==> src/rtl/rf_write_arbiter.sv <==
// Arbitrates the register-file write port between writeback (primary) and a
// buffered long-latency unit (auxiliary), with starvation forcing and a pending mask.
module rf_write_arbiter #(
  parameter int DATA_W       = 32,
  parameter int ADDR_W       = 5,
  parameter int FIFO_DEPTH   = 4,
  parameter int STARVE_LIMIT = 3
) (
  input  logic                            clk,
  input  logic                            rst,
  input  logic                            wb_valid,
  input  logic [ADDR_W-1:0]               wb_rd,
  input  logic [DATA_W-1:0]               wb_data,
  output logic                            wb_stall,
  input  logic                            aux_valid,
  input  logic [ADDR_W-1:0]               aux_rd,
  input  logic [DATA_W-1:0]               aux_data,
  output logic                            aux_ready,
  output logic                            rf_we,
  output logic [ADDR_W-1:0]               rf_rd,
  output logic [DATA_W-1:0]               rf_wdata,
  output logic [(2**ADDR_W)-1:0]          pend_mask,
  output logic [$clog2(FIFO_DEPTH):0]     fifo_count
);

  localparam int PTR_W = $clog2(FIFO_DEPTH);
  localparam int CNT_W = PTR_W + 1;
  localparam int NREG  = 2 ** ADDR_W;
  localparam int SC_W  = ($clog2(STARVE_LIMIT + 1) < 1) ? 1 : $clog2(STARVE_LIMIT + 1);
  localparam logic [CNT_W-1:0] DEPTH_C = CNT_W'(FIFO_DEPTH);
  localparam logic [SC_W-1:0]  LIMIT_C = SC_W'(STARVE_LIMIT);

  logic [ADDR_W-1:0]     r_fifo_rd   [FIFO_DEPTH];
  logic [DATA_W-1:0]     r_fifo_data [FIFO_DEPTH];
  logic [FIFO_DEPTH-1:0] r_fifo_vld;
  logic [PTR_W-1:0]      r_wr_ptr;
  logic [PTR_W-1:0]      r_rd_ptr;
  logic [CNT_W-1:0]      r_count;
  logic [SC_W-1:0]       r_starve;
  logic                  r_rf_we;
  logic [ADDR_W-1:0]     r_rf_rd;
  logic [DATA_W-1:0]     r_rf_wdata;

  logic                  w_wb_req;
  logic                  w_fifo_ne;
  logic                  w_grant_wb;
  logic                  w_grant_fifo;
  logic                  w_enq;
  logic [NREG-1:0]       w_pend;

  assign w_wb_req     = wb_valid && (wb_rd != '0);
  assign w_fifo_ne    = (r_count != '0);
  // Grants are masked by reset so nothing is registered or dequeued during reset.
  assign w_grant_wb   = rst && w_wb_req && (!w_fifo_ne || (r_starve < LIMIT_C));
  assign w_grant_fifo = rst && w_fifo_ne && (!w_wb_req || (r_starve == LIMIT_C));
  assign wb_stall     = rst && w_wb_req && !w_grant_wb;
  assign aux_ready    = rst && (r_count < DEPTH_C);
  assign w_enq        = aux_valid && aux_ready && (aux_rd != '0);

  always_comb begin
    w_pend = '0;
    for (int i = 0; i < FIFO_DEPTH; i++) begin
      if (r_fifo_vld[i]) w_pend[r_fifo_rd[i]] = 1'b1;
    end
    pend_mask = rst ? w_pend : '0;
  end

  always_ff @(posedge clk) begin
    if (w_enq) begin
      r_fifo_rd[r_wr_ptr]   <= aux_rd;
      r_fifo_data[r_wr_ptr] <= aux_data;
    end
  end

  always_ff @(posedge clk) begin
    if (!rst) begin
      r_fifo_vld <= '0;
      r_wr_ptr   <= '0;
      r_rd_ptr   <= '0;
      r_count    <= '0;
      r_starve   <= '0;
      r_rf_we    <= 1'b0;
      r_rf_rd    <= '0;
      r_rf_wdata <= '0;
    end else begin
      // Enqueue and dequeue never hit the same slot: one needs empty, the other full.
      if (w_enq) begin
        r_fifo_vld[r_wr_ptr] <= 1'b1;
        r_wr_ptr             <= r_wr_ptr + PTR_W'(1);
      end
      if (w_grant_fifo) begin
        r_fifo_vld[r_rd_ptr] <= 1'b0;
        r_rd_ptr             <= r_rd_ptr + PTR_W'(1);
      end

      case ({w_enq, w_grant_fifo})
        2'b10:   r_count <= r_count + CNT_W'(1);
        2'b01:   r_count <= r_count - CNT_W'(1);
        default: r_count <= r_count;
      endcase

      if (w_grant_fifo || !w_fifo_ne)       r_starve <= '0;
      else if (w_grant_wb && r_starve != LIMIT_C) r_starve <= r_starve + SC_W'(1);

      r_rf_we <= w_grant_wb || w_grant_fifo;
      if (w_grant_wb) begin
        r_rf_rd    <= wb_rd;
        r_rf_wdata <= wb_data;
      end else if (w_grant_fifo) begin
        r_rf_rd    <= r_fifo_rd[r_rd_ptr];
        r_rf_wdata <= r_fifo_data[r_rd_ptr];
      end
    end
  end

  assign rf_we      = r_rf_we;
  assign rf_rd      = r_rf_rd;
  assign rf_wdata   = r_rf_wdata;
  assign fifo_count = r_count;

endmodule

==> config.mk <==
export PLATFORM = sky130hd
export DESIGN_NAME = rf_write_arbiter
export DESIGN_NICKNAME = d
export VERILOG_FILES = /design/src/rtl/rf_write_arbiter.sv
export SDC_FILE = /design/constraint.sdc
export NUM_CORES = 1
export LEC_CHECK = 0
export ABC_AREA = 1
export CAP_MARGIN = 30
export CORE_UTILIZATION = 45
export CTS_CLUSTER_DIAMETER = 60
export DETAILED_ROUTE_END_ITERATION = 16
export PLACE_DENSITY = 0.69
export SKIP_CTS_REPAIR_TIMING = 1
export SLEW_MARGIN = 10
export SYNTH_ARGS = -nofsm -noshare
export SYNTH_HDL_FRONTEND = slang
export SYNTH_SLANG_ARGS = --single-unit
==> constraint.sdc <==
create_clock -name clk -period 7.72 [get_ports clk]
set_input_delay 1.544 -clock clk [delete_from_list [all_inputs] [get_ports clk]]
set_output_delay 1.544 -clock clk [all_outputs]
set_load 0.005 [all_outputs]
After elaboration in Yosys (flattened, before gate mapping)
Memories as Yosys holds them, arrays and structs flattened. A register that Yosys moved wholly into a read port is not among the register bits.
Cells that the tools add are included.
{"block": "classes", "add_sub_neg": 5, "order_cmp": 14, "n_eq_ne": 4, "muxes": 31, "bitwise": 7, "reduce_logical": 29}
{"operator": "2-to-1 mux 32 bit", "count": 7}
{"operator": "bitwise OR 32 bit", "count": 3}
{"operator": "less-than comparator 5 x 6 -> 1 bit (second input constant)", "count": 4}
{"operator": "demux 1 bit (select 5 bit)", "count": 4}
{"operator": "greater-or-equal comparator 5 x 1 -> 1 bit (second input constant)", "count": 4}
{"operator": "logical AND 1 bit", "count": 16}
{"operator": "2-to-1 mux 4 bit", "count": 3}
{"operator": "2-to-1 mux 5 bit", "count": 2}
{"operator": "nonzero test 5 bit", "count": 2}
{"operator": "2-to-1 mux 1 bit", "count": 8}
{"operator": "2-to-1 mux 2 bit", "count": 4}
{"operator": "adder 2 x 1 -> 2 bit (second input constant)", "count": 3}
{"operator": "less-than comparator 2 x 3 -> 1 bit (second input constant)", "count": 2}
{"operator": "one-hot mux 3 bit (2 select lines)", "count": 1}
{"operator": "AND 4 bit", "count": 1}
{"operator": "demux 1 bit (select 2 bit)", "count": 2}
{"operator": "== test 2 bit (second input constant)", "count": 2}
{"operator": "greater-or-equal comparator 2 x 1 -> 1 bit (second input constant)", "count": 2}
{"operator": "logical OR 1 bit", "count": 4}
{"operator": "inverter 4 bit", "count": 1}
{"operator": "bitwise OR 4 bit", "count": 1}
{"operator": "nonzero test 2 bit", "count": 2}
{"operator": "adder 3 x 1 -> 3 bit (second input constant)", "count": 1}
{"operator": "logical NOT 1 bit", "count": 3}
{"operator": "8 further kinds", "count": 8}
{"block": "word_totals", "reg_bits": 51, "ramBits": 148, "input_bits": 78, "output_inout_bits": 75, "elab_cells": 100, "n_memories": 2}
{"name": "r_fifo_data", "words": 4, "word_bits": 32, "rd": 1, "rd_clocked_by_memory_dff": 1, "write_ports": 1, "line": "34", "source": "logic [DATA_W-1:0] r_fifo_data [FIFO_DEPTH];"}
{"name": "r_fifo_rd", "words": 4, "word_bits": 5, "rd": 5, "rd_clocked_by_memory_dff": 1, "write_ports": 1, "line": "33", "source": "logic [ADDR_W-1:0] r_fifo_rd [FIFO_DEPTH];"}

Longest topological paths before layout
{"block": "logic_depth", "depth_word": 12, "depth_mapped": 13, "ltp_nobuf": 13}

Worst setup path after synthesis
Ideal clock, no wire load.
{"block": "synth_path", "kind": "input to register", "start": "in rst", "end": "mem r_fifo_data[0][0] (enable)", "setup_time_ps": 432, "arrival_time_ps": 3635, "required_time_ps": 7288, "setup_slack_ps": 3654, "cell_stages": 5, "n_path_buf": 2, "cell_sequence": "buf_4 > and3_1 > nand2_1 > buf_6 > nor2_1"}
{"block": "synth_between", "elab_chain_len": 5}
{"item": "from (decl)", "line": "10", "source": "input logic rst,"}
{"item": "logical AND 1 bit", "line": "57", "source": "assign aux_ready = rst && (r_count < DEPTH_C);"}
{"item": "logical AND 1 bit (2 in a row)", "line": "58", "source": "assign w_enq = aux_valid && aux_ready && (aux_rd != '0);"}
{"item": "2-to-1 mux 1 bit", "line": "69", "source": "if (w_enq) begin"}
{"item": "2-to-1 mux 1 bit (implied by the code)", "line": "71", "source": "r_fifo_data[r_wr_ptr] <= aux_data;"}
{"item": "to (decl)", "line": "34"}
Every way passes these cells.

Worst setup path after layout
{"block": "layout_path", "start": "in rst", "end": "out pend_mask[4]"}
{"block": "layout_between", "elab_chain_len": 1}
{"item": "2-to-1 mux 32 bit", "line": "65", "source": "pend_mask = rst ? w_pend : '0;"}
{"item": "to (decl)", "line": "22", "source": "output logic [(2**ADDR_W)-1:0] pend_mask,"}
Every way passes these cells.

==> metrics.md <==
| Metric | Value |
|---|---|
| Final worst path period share | `0.609` |
| Crit-path max cell delay | `520 ps` |
| Startpoint types | `primary input` |
| Cells after Synth | `1,050` |
| Maximum clock rate | `213 MHz` |
| Setup violators final | `0` |
| PwrDens | `about 230 mW/mm2` |
| CP endpoint kind | `output pin` |
| Port buffer count | `approximately 150` |
| Final min period | `4700 ps` |
| DR WL/cell | `between 15 and 20 um` |
| Status | `complete, no violations` |
| CP Class | `in -> out` |
| Fillers | `between 1.5k and 2k` |
| Cell chain of the critical path | `buf_2, buf_12, inv_1, buf_4, a31oi_1, clkdlybuf4s50_1` |
| Syn nets | `1,139` |
| Flop2flop setup slack | `approximately 5300 ps` |
| DRT iter0 DRCs | `approximately 700` |
| Die span in x | `147 um` |
| Area grow syn2layout | `25.6%` |
| Maximum capacitance violations | `0` |
| Full die area | `0.0217 mm2` |
| CP endpoint | `pend_mask[4]` |
| Row count | `52` |
| Post-DP HPWL | `roughly 16,000 um` |
| Area leader, netlist | `edfxtp_1` |
| Diodes inserted | `0` |
| RSZ-0062 raised after global routing | `false` |
| Maximum VDD drop | `approximately 0.17 mV` |
| Final instance area | `approximately 0.012 mm2` |
| GRT Resource Usage Total | `0.232` |
| Synth top area cells | `edfxtp_1 47%, nand2_1 12%, dfxtp_1 11%` |
| CP Data Required Time | `around 6200 ps` |
| CTS tree | `built` |
| Sequential area share after synthesis | `0.580` |
| Clock Power Share | `0.389` |
| TritonCTS Buffers | `23` |
| Slew Viols, Final | `0` |
| Final antenna-violating net count | `0` |
| Clk buf depth | `3` |
| Total number of vias | `between 7k and 8k` |
| Final nets | `about 1.3k` |
| Ys Warns | `0` |
| First-pass GRT wire length | `between 30,000 and 40,000 um` |
| Slew @ Worst Pin | `approximately 870 ps` |
| Synth top area share | `0.469` |
| Final hold violations | `0` |
| Switch share | `0.255` |
| GRT overflow | `0` |
| Synth cell types | `35` |
| Core Footprint | `about 0.020 mm2` |
| Internal cell power | `slightly above 0.002 W` |
| Initial Util | `0.464` |
| Sequential Power Share | `0.461` |
| Placer Congestion | `~0.94` |
| DR pass1 iterations | `5` |
| Critical Path AT | `3150 ps` |
| Combinational power share | `0.150` |
| CTS sink cnt | `around 200` |
| Largest net degree at the start of global routing | `83` |
| Worst-Skew Late Latency | `around 520 ps` |
| Clock H-tree levels | `1` |
| Fin cells | `about 1.5k` |
| Post-synthesis area per instance | `9.03 um2` |
| Crit path from | `rst` |
| IO Count | `153` |
| NetSw | `about 0.00070 W` |
| CP Max Fanout | `40` |
| CTS root buf | `clkbuf_16` |
| Hold WC Path Type | `reg -> reg` |
| Vias in the first global route | `between 7k and 8k` |
| R2R cell count | `10` |
| Initial antenna violation count | `1` |
| Vias per cell | `5.31` |
| Final wirelength | `around 25,000 um` |
| Setup Skew | `21.9 ps` |
| Slowest CP cell | `clkdlybuf4s50_1` |
| Dpl cell area | `between 0.01 and 0.015 mm2` |
| Placed Cells | `roughly 1.4k` |
| FF+latch count, synth | `~200` |
| R2r endpoint | `rf_wdata[31]` |
| Clock slew at reported path FFs | `roughly 50 ps` |
| Setup TNS | `0 ps` |
| Die Y | `approximately 150 um` |
| DRC | `0` |
| Cell Area, Synth | `around 0.0095 mm2` |
| Rel. slew slack | `0.418` |
| Leakage power | `roughly 4.7 nW` |
| Layout cell share with drive strength beyond 1 | `0.0713` |
[metrics by stage]
stage          setup slack (ps)  total power, W  hold slack, ps   util
2_1_floorplan              3650         0.00150             399      -
3_3_place_gp               2570         0.00169             416  0.546
3_5_place_dp               2500         0.00169             417  0.546
4_1_cts                    2500         0.00275             425  0.582
5_1_grt                    2910         0.00285             446  0.583
6_report                   3020         0.00274             429  0.583
[power by group through the flow]
| stage | Clock (W) | Sequential [W] | Combinational (W) |
|---|---|---|---|
| global route | 0.00113 | 0.00127 | 0.000459 |
| CTS | 0.00108 | 0.00126 | 0.000413 |
| floorplan | 0 | 0.00128 | 0.000222 |
| finish | 0.00106 | 0.00126 | 0.000412 |
| detailed placement | 0 | 0.00128 | 0.000411 |
| global placement | 0 | 0.00128 | 0.000405 |
[cells by family (layout without fill, tap and decap cells)]
family / after synthesis / after routing / synth area share
xor gates and xnor gates: 2 / 2 / 0.00185
buffers and inverters: 143 / 300 / 0.0690
and+or+nand+nor: 570 / 570 / 0.263
DFF: 201 / 201 / 0.580
adders and majority gates: 11 / 11 / 0.0153
AOI/OAI and AO/OA: 123 / 123 / 0.0701
[registers in the layout (all words and copies together) (netlist names), named ones only]
signal and count:
r_starve 2, rf_wdata 32, rf_we 1, r_fifo_rd 20, r_wr_ptr 2, r_rd_ptr 2, r_fifo_data 128, rf_rd 5
fifo_count 3, r_fifo_vld 4
[worst min-delay path by stage]
stage	slack (ps)	depth (start not counted)	from	to
2_1_floorplan	400	1	r_starve[0]	r_starve[0]
3_3_place_gp	420	1	r_starve[0]	r_starve[0]
3_5_place_dp	420	1	r_starve[0]	r_starve[0]
4_1_cts	420	1	r_starve[0]	r_starve[0]
5_1_grt	450	1	r_starve[0]	r_starve[0]
6_report	430	1	r_starve[0]	r_starve[0]
[placed cells by master (no fill, tap or decap), types with 2 or more instances in the layout]
cell type / Yosys / layout
o21ai_0: 23 / 23
bufinv_16: 0 / 2
nand2_1: 300 / 300
a22oi_1: 2 / 2
inv_1: 89 / 88
nor2_1: 66 / 62
a31oi_1: 12 / 12
nand3_2: 2 / 2
clkbuf_1: 12 / 5
edfxtp_1: 148 / 148
clkdlybuf4s50_1: 0 / 151
a21oi_2: 2 / 2
clkinv_1: 0 / 3
ha_1: 10 / 10
nor2_2: 2 / 2
a21oi_1: 77 / 77
o22a_1: 2 / 2
dfxtp_1: 53 / 52
clkbuf_16: 0 / 23
nand2_2: 11 / 11
buf_4: 5 / 9
nor2_4: 0 / 4
nor3_1: 14 / 14
nor3_2: 5 / 5
xor2_1: 2 / 2
clkinv_2: 0 / 4
o22ai_1: 3 / 3
inv_2: 6 / 7
nand3_1: 165 / 165
[routing by layer]
layer,GRT usage,vias up,wire length [um]
li1,-,3807,-
met1,0.324,3650,11300
met2,0.373,345,11500
met3,0.0457,43,1870
met4,0.0479,2,406
met5,0,-,12
[Yosys cell counts]
master      n
o21ai_2     1
nor2_8      1
nand2_4     1
nand4_4     1
nand3_1   165
nand3_4     1
dfxtp_1    53
xor2_1      2
o21ai_0    23
nor3_1     14
o22a_1      2
nor3_2      5
nor2_2      2
buf_12      1
a22oi_1     2
nand2_2    11
fa_1        1
clkbuf_1   12
ha_1       10
and3_1      1
inv_4       1
o22ai_1     3
buf_4       5
a21oi_2     2
edfxtp_1  148
nand3_2     2
nand2_1   300
a21oi_1    77
a31oi_1    12
nor2_1     66
buf_6       7
buf_2      22
inv_1      89
inv_2       6
o21bai_2    1
[critical path: cells and delay by family]
kind            cells  cell delay, ps
compound gates      1             190
buf+inv             5            1400
[final cells by class]
type / count / area (um2) / share of cell area
sequential: 201 / 5510 / 0.462
multi-input combinational: 706 / 3350 / 0.282
timing repair buffer: 162 / 1600 / 0.135
clock buffer: 29 / 608 / 0.0510
inverter: 96 / 363 / 0.0305
tap: 270 / 338 / 0.0284
clock inverter: 13 / 139 / 0.0117
No activity file was read; power rests on OpenSTA's default activity.
